<file path="src/rtl/bip_control.sv">
// bip_control: control unit of the BIP-I accumulator processor.
// Holds the program counter, decodes each 16-bit instruction into the
// datapath controls, and runs under a start/done handshake with a
// saturating cycle counter.
// Optional build macro BIP_STEP_MODE_EN adds an i_step input; in RUN an
// instruction then executes only in cycles where i_step is high.
module bip_control #(
  parameter int PC_WIDTH     = 11,
  parameter int DATA_WIDTH   = 16,
  parameter int OPCODE_WIDTH = 5,
  parameter int CNT_WIDTH    = 16
) (
  input  logic                  i_clk,
  input  logic                  i_rst,
  input  logic                  i_start,
`ifdef BIP_STEP_MODE_EN
  input  logic                  i_step,
`endif
  input  logic [DATA_WIDTH-1:0] i_instr,
  output logic [PC_WIDTH-1:0]   o_addr_pm,
  output logic [PC_WIDTH-1:0]   o_operand,
  output logic [1:0]            o_selA,
  output logic                  o_selB,
  output logic                  o_WrAcc,
  output logic                  o_Op,
  output logic                  o_WrRam,
  output logic                  o_RdRam,
  output logic                  o_done,
  output logic [CNT_WIDTH-1:0]  o_cycles
);

  typedef enum logic [1:0] {
    IDLE = 2'd0,
    RUN  = 2'd1,
    HALT = 2'd2
  } state_t;

  localparam logic [OPCODE_WIDTH-1:0] OP_HLT  = OPCODE_WIDTH'(0);
  localparam logic [OPCODE_WIDTH-1:0] OP_STO  = OPCODE_WIDTH'(1);
  localparam logic [OPCODE_WIDTH-1:0] OP_LD   = OPCODE_WIDTH'(2);
  localparam logic [OPCODE_WIDTH-1:0] OP_LDI  = OPCODE_WIDTH'(3);
  localparam logic [OPCODE_WIDTH-1:0] OP_ADD  = OPCODE_WIDTH'(4);
  localparam logic [OPCODE_WIDTH-1:0] OP_ADDI = OPCODE_WIDTH'(5);
  localparam logic [OPCODE_WIDTH-1:0] OP_SUB  = OPCODE_WIDTH'(6);
  localparam logic [OPCODE_WIDTH-1:0] OP_SUBI = OPCODE_WIDTH'(7);

  state_t                  state;
  state_t                  state_next;
  logic [PC_WIDTH-1:0]     pc;
  logic [CNT_WIDTH-1:0]    cycles;
  logic [OPCODE_WIDTH-1:0] opcode;
  logic                    exec;
  logic                    is_hlt;

  assign opcode = i_instr[DATA_WIDTH-1 -: OPCODE_WIDTH];
  assign is_hlt = (opcode == OP_HLT);

`ifdef BIP_STEP_MODE_EN
  assign exec = (state == RUN) && i_step;
`else
  assign exec = (state == RUN);
`endif

  assign o_addr_pm = pc;
  assign o_cycles  = cycles;
  assign o_done    = (state == HALT);

  // State register; reset aborts any run and returns to IDLE.
  always_ff @(posedge i_clk or negedge i_rst) begin
    if (!i_rst) begin
      state <= IDLE;
    end else begin
      state <= state_next;
    end
  end

  // Next-state logic: start leaves IDLE/HALT, an executed HLT ends the run.
  always_comb begin
    state_next = state;
    case (state)
      IDLE:    if (i_start) state_next = RUN;
      RUN:     if (exec && is_hlt) state_next = HALT;
      HALT:    if (i_start) state_next = RUN;
      default: state_next = IDLE;
    endcase
  end

  // Program counter and cycle counter; HLT is counted but does not advance PC.
  always_ff @(posedge i_clk or negedge i_rst) begin
    if (!i_rst) begin
      pc     <= '0;
      cycles <= '0;
    end else begin
      case (state)
        IDLE: pc <= '0;
        RUN: begin
          if (exec) begin
            if (cycles != '1) cycles <= cycles + 1'b1;
            if (!is_hlt) pc <= pc + 1'b1;
          end
        end
        HALT: begin
          if (i_start) begin
            pc     <= '0;
            cycles <= '0;
          end
        end
        default: begin
          pc     <= '0;
          cycles <= '0;
        end
      endcase
    end
  end

  // Instruction decode; everything stays low unless an instruction executes.
  always_comb begin
    o_operand = '0;
    o_selA    = 2'd0;
    o_selB    = 1'b0;
    o_WrAcc   = 1'b0;
    o_Op      = 1'b0;
    o_WrRam   = 1'b0;
    o_RdRam   = 1'b0;
    if (state == RUN) begin
      o_operand = i_instr[PC_WIDTH-1:0];
    end
    if (exec) begin
      case (opcode)
        OP_STO: o_WrRam = 1'b1;
        OP_LD: begin
          o_RdRam = 1'b1;
          o_selA  = 2'd0;
          o_WrAcc = 1'b1;
        end
        OP_LDI: begin
          o_selA  = 2'd1;
          o_WrAcc = 1'b1;
        end
        OP_ADD: begin
          o_RdRam = 1'b1;
          o_selA  = 2'd2;
          o_selB  = 1'b0;
          o_Op    = 1'b1;
          o_WrAcc = 1'b1;
        end
        OP_ADDI: begin
          o_selA  = 2'd2;
          o_selB  = 1'b1;
          o_Op    = 1'b1;
          o_WrAcc = 1'b1;
        end
        OP_SUB: begin
          o_RdRam = 1'b1;
          o_selA  = 2'd2;
          o_selB  = 1'b0;
          o_Op    = 1'b0;
          o_WrAcc = 1'b1;
        end
        OP_SUBI: begin
          o_selA  = 2'd2;
          o_selB  = 1'b1;
          o_Op    = 1'b0;
          o_WrAcc = 1'b1;
        end
        default: begin
        end
      endcase
    end
  end

endmodule

</file>
<file path="config.mk">
export PLATFORM = sky130hd
export DESIGN_NAME = bip_control
export DESIGN_NICKNAME = d
export VERILOG_FILES = /design/src/rtl/bip_control.sv
export SDC_FILE = /design/constraint.sdc
export NUM_CORES = 1
export LEC_CHECK = 0
export BUFFER_PORTS_ARGS = -buffer_cell sky130_fd_sc_hd__buf_2
export CORE_MARGIN = 3
export CORE_UTILIZATION = 45
export DETAILED_ROUTE_END_ITERATION = 8
export PLACE_DENSITY_LB_ADDON = 0.3
export REMOVE_ABC_BUFFERS = 1
export SYNTH_ARGS = -nofsm -noshare
export SYNTH_HDL_FRONTEND = slang
export SYNTH_SLANG_ARGS = --single-unit
</file>
<file path="constraint.sdc">
create_clock -name i_clk -period 1.5 [get_ports i_clk]
set_input_delay 0 -clock i_clk [delete_from_list [all_inputs] [get_ports i_clk]]
set_output_delay 0 -clock i_clk [all_outputs]
set_load 0.01 [all_outputs]
</file>
==> flow_summary.yaml, run 1 <==
cells_and_area:
  antenna_cells: 0
  fin_nets: 349
  utilization_pct: 79.9
  final_common_cell: "buf_2"
  drive_gt1_share_pct: 59.3
  stdcell_count: 377
  final_cell_mix: "buf_2, buf_4, dfrtp_1"
  areaGrowthSynthToFinish_pct: 66.5
timing:
  period_share_pct: 108
  worstMarginPinSlew_ns: 0.752
  clock.fmax_mhz: 618
  fin_tns_setup_ns: -0.791
  slew_headroom_pct: 49.7
  finalWorstPathRequiredPeriod_ns: 1.62
  clock_skew_ns: 0.00401
  slew_viol_final: 0
  hold_violations: 0
  fin_ws_ns: -0.119
  rsz0062_at_grt: "yes"
  setup_violations: 22
power_and_ir_drop:
  leakage_uw: 0.00146
  p_switching_uw: 1650
  pwr-share-comb_pct: 59.4
  pwr-share-seq_pct: 25.2
  p_total_uw: 4090
  power.density_nw_per_um2: 1360
  irDropWorstVdd_v: 0.000831
  p_int_uw: 2440
  switching_share_pct: 40.3
  power.share.clock_pct: 15.4
setup_path:
  path_delay_family: "simple AND/OR/NAND/NOR gates"
  path_max_fanout: 5
  cp-startpoint: "o_cycles[0]$_DFFE_PN0P_"
  regToRegStartpoint: "o_cycles[0]$_DFFE_PN0P_"
  cp_slowest_cell: "dfrtp_1"
  critPathBufInv: 0
  worst-path-stages: 5
  cp.arrival_ns: 1.80
  reg2regPathDepth: 5
  cp.required_ns: 1.68
  critical-path-max-stage-delay_ns: 0.43
  critPathKind: "reg -> reg"
  worstSetupEndpointType: "flop"
  crit_path_start_kind: "flop"
  path_cells: "ha_2, and3_2, nand2_1, o21ai_0, a21oi_1"
synth:
  synth_compound_area_share_pct: 22.8
  yosys.area.top_type_share_pct: 40.1
  synthFlopType: "dfrtp_1"
  synth_edf_count: 0
  ys_ff_latch: 29
  seq_area_frac_synth_pct: 40.1
  async_reset_ff_share_pct: 100
  postSynthAreaPerCell_sq_um: 9.14
  yosysWarnings: 0
  synthCells: 198
  synth.area.top_cells: "dfrtp_1, and2_1, o21ai_0"
  synth_area_sq_um: 1810
  synth_simple_gate_area_share_pct: 29.5
  synth_xor_area_share_pct: 1.94
  synth_top_family_by_area: "simple AND/OR/NAND/NOR gates"
  yosys.area_share.adder_pct: 1.38
  yosys.area.top_type: "dfrtp_1"
  muxShareOfSynthArea_pct: 0
  ys_types: 51
hold_path:
  hold_depth: 3
  min_from: "i_start"
  hold_path.class: "in -> reg"
clock_network:
  cts_buffers: 5
  htree_levels: 2
  clockBufferDepth: 2
  cts_root_buf: "clkbuf_8"
  cts_tree: "yes"
  clk_latency_ns: 0.29
  path_clk_slew_ns: 0.06
  cts.sinks: 29
global_routing:
  grt_util_all_layers_pct: 23.3
  grt_antenna_before_repair: 0
  grt_pass1_vias: 1967
  grt_max_degree: 30
  gr-total-overflow: 0
  grt_pass1_wl_mm: 9.15
place:
  hpwl_mm: 4.03
  gp_congestion: 0.875
  portBuffers: 64
  place_inst: 348
route:
  drcViolationCount: 0
  dr_total_vias: 2312
  wl_per_cell_um: 18.8
  drt_iter0_markers: 279
  postRouteAntennaNets: 0
  postRouteWirelength_mm: 7.07
  drt-pass1-iter-count: 5
  vias_per_cell: 6.13
floorplanning:
  rows: 22
  die_area_sq_um: 4820
  core_region_area_sq_um: 3770
  die_h_um: 69.4
  ioPinCount: 65
  chipWidth_um: 69.4
  start_util_pct: 48.0
run_status:
  violations: "setup timing"
  status: "finished with violations"
job:
  cap_violations: 0
## layer usage
metal,part of all wire [%],GRT usage (%),vias to the layer above
met4,2.7,7.38,0
met1,38,31.6,1103
met3,11,6.81,25
met5,0,0,-
li1,-,-,1020
met2,48,35.7,164
## sequential cells by signal, summed over array words and instances (netlist names)
name,count
o_cycles,16
o_addr_pm,11
state,2
## power groups by stage
stage	Clock (uW)	Combinational, uW	Sequential [uW]
after global routing	655	2570	1040
after CTS	615	1900	1000
after floorplan	0	662	1140
after detailed placement	0	1700	1020
after global placement	0	1660	1010
final	630	2430	1030
## synth_stat cells, types with 3 or more instances
| library cell | count |
|---|---|
| nand2_1 | 17 |
| inv_1 | 5 |
| nor2b_1 | 4 |
| or4_1 | 4 |
| nor2_1 | 8 |
| nand4_1 | 6 |
| o21ai_0 | 14 |
| buf_6 | 3 |
| o2111ai_1 | 3 |
| nor3_1 | 6 |
| xor2_1 | 3 |
| o31ai_1 | 4 |
| or3_1 | 4 |
| nand3_1 | 8 |
| and2_1 | 13 |
| clkbuf_1 | 4 |
| and3_1 | 4 |
| dfrtp_1 | 29 |
| a21oi_1 | 9 |
| a31oi_1 | 7 |
| a211oi_1 | 5 |
## stage by stage
stage                     cell area, sq um  setup WS (ns)  hold WS [ns]
after floorplan                       1750         -0.311        -0.296
after global placement                2480        -0.0535        0.0601
after detailed placement              2480         -0.101        0.0586
after CTS                             2670        -0.0826       0.00383
after global routing                  3010         -0.145        0.0655
final                                 3010         -0.119        0.0359
## final timing paths
| check | slack, ns | to |
|---|---|---|
| max | -0.12 | o_cycles[0]$_DFFE_PN0P_ |
| min | 0.04 | state[0]$_DFFE_PN0P_ |
| max reg2reg | -0.12 | o_cycles[0]$_DFFE_PN0P_ |
| min reg2reg | 0.58 | o_addr_pm[10]$_DFFE_PN0P_ |
| max in group asynchronous | 0.73 | state[0]$_DFFE_PN0P_ |
| min in group asynchronous | 0.29 | o_cycles[14]$_DFFE_PN0P_ |
## worst register-to-register path, cell delays in order, from the launching register on
cell and delay [ns]:
dfrtp_1 0.43, ha_2 0.24, and3_2 0.26, nand2_1 0.21
o21ai_0 0.14, a21oi_1 0.25
## cell type report
cell class	instances	area (sq um)
fillers	230	759
well taps	48	60.1
repair buffers	132	901
flip-flops and latches	29	727
clock buffers	8	80.1
inverters	5	18.8
multi-input cells	155	1220
## cells by family (layout without fill, tap and decap cells)
family,count (synthesis),count (layout)
fa+ha+maj,2,2
xor+xnor,4,4
buf+inv,14,145
simple gates,91,91
flops,29,29
compound gates,58,58
## repair_timing
action | 4_1_cts | 5_1_grt
gates cloned | 1 | 0
hold endpoints to repair | 29 | 0
resized for setup | 12 | 61
buffers inserted | 6 | 13
endpoints found under the setup margin | 34 | 42
hold buffers | 1 | 0
pin swaps | 5 | 23
Note: power is estimated with default switching activity, not from simulation.
==> run 2, diff against run 1 <==
--- a/config.mk
+++ b/config.mk
@@ -6,10 +6,9 @@
 export NUM_CORES = 1
 export LEC_CHECK = 0
 export BUFFER_PORTS_ARGS = -buffer_cell sky130_fd_sc_hd__buf_2
-export CORE_MARGIN = 3
 export CORE_UTILIZATION = 45
 export DETAILED_ROUTE_END_ITERATION = 8
-export PLACE_DENSITY_LB_ADDON = 0.3
+export PLACE_DENSITY = 0.83
 export REMOVE_ABC_BUFFERS = 1
 export SYNTH_ARGS = -nofsm -noshare
 export SYNTH_HDL_FRONTEND = slang
==> run 2 against run 1 <==
The run still ends with setup timing left. Highest routed layer unchanged. Non-clock buffer count fell by 9. Clock power rose by 4.1%. Largest cell class unchanged. Critical path type unchanged. First-iteration DRC count fell by 24%. Global-route usage rose by 6.6 points. Power rose by 1.5%. Combinational power barely moved.
==> flow_summary.yaml, run 2 (synthesis gave the netlist of run 1 again) <==
route:
  drt_iter0_markers: 213
  dr_total_vias: 2324
  postRouteWirelength_mm: 7.35
  postRouteAntennaNets: 0
  drt-pass1-iter-count: 5
  vias_per_cell: 6.33
  wl_per_cell_um: 20.0
  drcViolationCount: 0
floorplanning:
  ioPinCount: 65
  chipWidth_um: 65.4
  die_h_um: 65.4
  start_util_pct: 48.0
  die_area_sq_um: 4280
  core_region_area_sq_um: 3770
  rows: 22
timing:
  slew_viol_final: 0
  clock_skew_ns: 0.00598
  finalWorstPathRequiredPeriod_ns: 1.60
  fin_tns_setup_ns: -0.491
  clock.fmax_mhz: 627
  worstMarginPinSlew_ns: 0.653
  fin_ws_ns: -0.0958
  rsz0062_at_grt: "yes"
  setup_violations: 11
  period_share_pct: 106
  hold_violations: 0
  slew_headroom_pct: 56.5
clock_network:
  path_clk_slew_ns: 0.06
  cts_tree: "yes"
  cts.sinks: 29
  cts_buffers: 5
  clk_latency_ns: 0.29
  cts_root_buf: "clkbuf_8"
  htree_levels: 2
  clockBufferDepth: 2
cells_and_area:
  final_cell_mix: "buf_2, buf_4, dfrtp_1"
  stdcell_count: 367
  fillCellCount: 195
  final_common_cell: "buf_2"
  design_area_sq_um: 2990
  fin_nets: 340
  largest_reg_flops: 16
  areaGrowthSynthToFinish_pct: 65.3
  antenna_cells: 0
  drive_gt1_share_pct: 57.1
setup_path:
  worstSetupEndpointType: "flop"
  cp.required_ns: 1.64
  critPathKind: "reg -> reg"
  reg2regPathDepth: 5
  cp.arrival_ns: 1.74
  crit_path_start_kind: "flop"
  path_max_fanout: 5
global_routing:
  grt_pass1_wl_mm: 9.55
  grt_pass1_vias: 1995
  grt_util_all_layers_pct: 29.9
  grt_antenna_before_repair: 0
  gr-total-overflow: 0
  grt_max_degree: 30
place:
  portBuffers: 64
  gp_congestion: 1.00
  place_inst: 349
  dpl_cell_area_sq_um: 2490
  place_ws_ns: -0.0936
  hpwl_mm: 4.08
power_and_ir_drop:
  power.density_nw_per_um2: 1390
  switching_share_pct: 40.0
  power.share.clock_pct: 15.8
  p_int_uw: 2490
  irDropWorstVdd_v: 0.000914
  p_total_uw: 4150
  leakage_uw: 0.00146
  pwr-share-seq_pct: 25.1
  p_switching_uw: 1660
  pwr-share-comb_pct: 59.1
hold_path:
  hold_path.class: "in -> async"
job:
  cap_violations: 0
run_status:
  violations: "setup timing"
  status: "finished with violations"
run 2: worst max-delay path: stages (launching register included):
cell and delay, ns:
dfrtp_1 0.41, ha_2 0.26, and3_4 0.25, nand2_2 0.12
o211ai_1 0.26, nand3_1 0.15
run 2: stage by stage:
step / util [%] / hold slack (ns)
6_report: 79.3 / 0.284
5_1_grt: 79.3 / 0.295
4_1_cts: 71.1 / 0.278
3_5_place_dp: 66.1 / 0.0615
3_3_place_gp: 66.1 / 0.0463
2_1_floorplan: - / -0.296
run 2: repair_timing:
action | in CTS | in global routing
hold buffers | 2 | 0
resized for setup | 15 | 58
pin swaps | 4 | 19
endpoints found under the setup margin | 30 | 37
buffers inserted | 3 | 5
cloned | 0 | 1
endpoints found under the hold margin | 30 | 0
run 2: worst paths after layout:
kind	startpoint	endpoint	slack [ns]
setup / recovery	o_cycles[1]$_DFFE_PN0P_	o_cycles[1]$_DFFE_PN0P_	-0.1
hold / removal	i_rst	o_addr_pm[0]$_DFFE_PN0P_	0.28
setup reg to reg	o_cycles[1]$_DFFE_PN0P_	o_cycles[1]$_DFFE_PN0P_	-0.1
hold reg to reg	o_addr_pm[10]$_DFFE_PN0P_	o_addr_pm[10]$_DFFE_PN0P_	0.60
max in group asynchronous	i_rst	state[0]$_DFFE_PN0P_	0.76
min in group i_clk	i_instr[11]	o_RdRam	0.29
run 2: metal layers:
metal  vias up  global-route usage (%)  wire [um]
met5         -                       0          0
met4         0                    15.5        250
met3        35                    5.38        643
met2       168                    47.0       3610
met1      1120                    39.0       2850
li1       1001                       -          -
run 2: area by class of cell:
class / instances / area [sq um] / area share (%)
Multi-Input combinational cell: 155 / 1210 / 40.6
Timing Repair Buffer: 123 / 885 / 29.6
Sequential cell: 29 / 727 / 24.3
Clock buffer: 7 / 86.3 / 2.89
Tap cell: 48 / 60.1 / 2.01
Inverter: 5 / 18.8 / 0.628
run 2: power groups by stage:
stage | Clock, uW | Sequential, uW | Combinational (uW)
after floorplan | 0 | 1140 | 662
after global placement | 0 | 1000 | 1640
after detailed placement | 0 | 1020 | 1670
after CTS | 658 | 1020 | 1810
after global routing | 694 | 1050 | 2580
final | 656 | 1040 | 2450
==> run 3, diff against run 2 <==
==> config.mk (replaced) <==
export PLATFORM = sky130hd
export DESIGN_NAME = bip_control
export DESIGN_NICKNAME = d
export VERILOG_FILES = /design/src/rtl/bip_control.sv
export SDC_FILE = /design/constraint.sdc
export NUM_CORES = 1
export LEC_CHECK = 0
export CORE_UTILIZATION = 50
export DETAILED_ROUTE_END_ITERATION = 8
export DONT_BUFFER_PORTS = 1
export PLACE_DENSITY = 0.75
export REMOVE_ABC_BUFFERS = 1
export SYNTH_ARGS = -nofsm -noshare
export SYNTH_HDL_FRONTEND = slang
export SYNTH_SLANG_ARGS = --single-unit
==> run 3 against run 2 <==
The run still ends with setup timing left. Cell count fell by 11%. Largest power group unchanged. Sequential share of layout area increased by 1.5 points. Register-to-register slack about the same. Non-clock buffer count decreased by 39. Routed wire length down 2.4%. Via count decreased by 6.3%. Utilization rose by 4.1 points. Combinational power is 17% lower.
==> flow_summary.yaml, run 3 (synthesis gave the netlist of run 1 again) <==
run_status:
  status: "finished with violations"
  violations: "setup timing"
power_and_ir_drop:
  switching_share_pct: 43.8
  power.share.clock_pct: 13.5
  leakage_uw: 0.00126
  pwr-share-comb_pct: 57.4
  irDropWorstVdd_v: 0.000787
  p_switching_uw: 1550
  power.density_nw_per_um2: 1250
  pwr-share-seq_pct: 29.1
  p_int_uw: 2000
timing:
  setup_violations: 15
  clock.fmax_mhz: 622
  finalWorstPathRequiredPeriod_ns: 1.61
  period_share_pct: 107
  rsz0062_at_grt: "yes"
  slew_viol_final: 0
  clock_skew_ns: 0.0132
  fin_ws_ns: -0.108
  hold_violations: 0
  slew_headroom_pct: 67.7
  worstMarginPinSlew_ns: 0.484
setup_path:
  path_max_fanout: 4
  cp.arrival_ns: 1.89
  crit_path_start_kind: "flop"
  cp.required_ns: 1.78
  critPathKind: "reg -> reg"
  worstSetupEndpointType: "flop"
clock_network:
  cts_tree: "yes"
  cts.sinks: 29
  cts_buffers: 5
  clockBufferDepth: 2
  clk_latency_ns: 0.35
  path_clk_slew_ns: 0.11
  cts_root_buf: "clkbuf_4"
  htree_levels: 2
route:
  vias_per_cell: 6.66
  dr_total_vias: 2177
  drt-pass1-iter-count: 5
  postRouteAntennaNets: 0
  drt_iter0_markers: 244
  postRouteWirelength_mm: 7.18
  wl_per_cell_um: 21.9
  drcViolationCount: 0
global_routing:
  grt_util_all_layers_pct: 32.2
  grt_max_degree: 30
  grt_antenna_before_repair: 0
  gr-total-overflow: 0
  grt_pass1_wl_mm: 9.72
  grt_pass1_vias: 2043
cells_and_area:
  utilization_pct: 83.4
  regArea_sq_um: 731
  final_common_cell: "buf_4"
  largest_reg_flops: 16
  final_cell_mix: "buf_4, dfrtp_1, nand2_1"
  areaGrowthSynthToFinish_pct: 56.2
  fillCellCount: 193
  drive_gt1_share_pct: 53.7
  antenna_cells: 0
  fin_nets: 301
  multi_input_area_sq_um: 1280
job:
  cap_violations: 0
hold_path:
  hold_path.class: "in -> out"
floorplanning:
  ioPinCount: 65
  die_h_um: 62.2
  core_region_area_sq_um: 3390
  start_util_pct: 53.4
  rows: 21
  chipWidth_um: 62.2
  die_area_sq_um: 3860
place:
  place_ws_ns: -0.0939
  hpwl_mm: 4.05
  gp_congestion: 0.927
  portBuffers: 0
==> run 3: cell types whose count changed in the layout (fill, tap and decap cells not counted), moves of 3 or more <==
cell      before  now
dfrtp_1       28   25
and2_1         1    6
dfrtp_2        1    4
buf_4         49   71
and2_4        12    7
buf_6         17   10
buf_2         53    0
clkbuf_4       0    5
clkbuf_8       6    0
==> run 3: final cells by class <==
class                      instances  area share [%]
clock inverter                     2           0.354
tap                               46            2.04
inverter                           5           0.664
timing repair buffer              84            24.3
sequential                        29            25.9
clock buffer                       6            1.46
multi-input combinational        155            45.4
==> run 3: worst max-delay path, stage by stage (launching register included) <==
cell	delay, ns
dfrtp_2	0.42
and3_1	0.26
nand3_1	0.17
or4_2	0.58
nand4_1	0.13
==> run 3: path summary, 6_finish.rpt <==
path                                            from                   endpoint  slack (ns)  cells past startpoint
max in group asynchronous                      i_rst    o_cycles[8]$_DFFE_PN0P_        1.19                      2
setup reg to reg             o_cycles[9]$_DFFE_PN0P_   o_cycles[13]$_DFFE_PN0P_       -0.11                      4
hold reg to reg            o_addr_pm[10]$_DFFE_PN0P_  o_addr_pm[10]$_DFFE_PN0P_        0.64                      2
min in group asynchronous                      i_rst   o_cycles[14]$_DFFE_PN0P_        0.12                      2
setup / recovery             o_cycles[9]$_DFFE_PN0P_   o_cycles[13]$_DFFE_PN0P_       -0.11                      4
hold / removal                           i_instr[12]                       o_Op        0.02                      1
==> run 3: power groups by stage <==
stage / Clock (uW) / Combinational (uW) / Sequential, uW
after floorplan: 0 / 662 / 1140
after global placement: 0 / 1470 / 1010
final: 478 / 2040 / 1030
after global routing: 517 / 2180 / 1040
after detailed placement: 0 / 1520 / 1020
after CTS: 474 / 1740 / 1010
==> run 3: through the flow <==
stage | std cells | instance area, sq um | setup TNS [ns] | power, uW | hold slack (ns)
6_report | 327 | 2830 | -0.628 | 3550 | 0.0235
2_1_floorplan | 189 | 1750 | -4.55 | 1800 | -0.296
5_1_grt | 327 | 2830 | -1.93 | 3740 | 0.0242
4_1_cts | 312 | 2520 | -0.195 | 3220 | 0.0232
3_3_place_gp | 295 | 2260 | -0.199 | 2470 | -0.295
3_5_place_dp | 295 | 2260 | -0.624 | 2540 | -0.295
==> run 3: what timing repair did <==
action / in CTS / in global routing
endpoints found under the hold margin: 31 / 0
setup endpoints to repair: 22 / 41
hold buffers: 3 / 0
setup buffers: 6 / 15
pin swaps: 9 / 21
gates resized for setup: 31 / 47
==> run 3: layer usage <==
layer	vias up	part of all wire, %	track usage (%)
met4	0	3.1	15.4
li1	928	-	-
met5	-	0	0
met3	27	11	8.64
met2	199	49	52.7
met1	1023	37	39.2
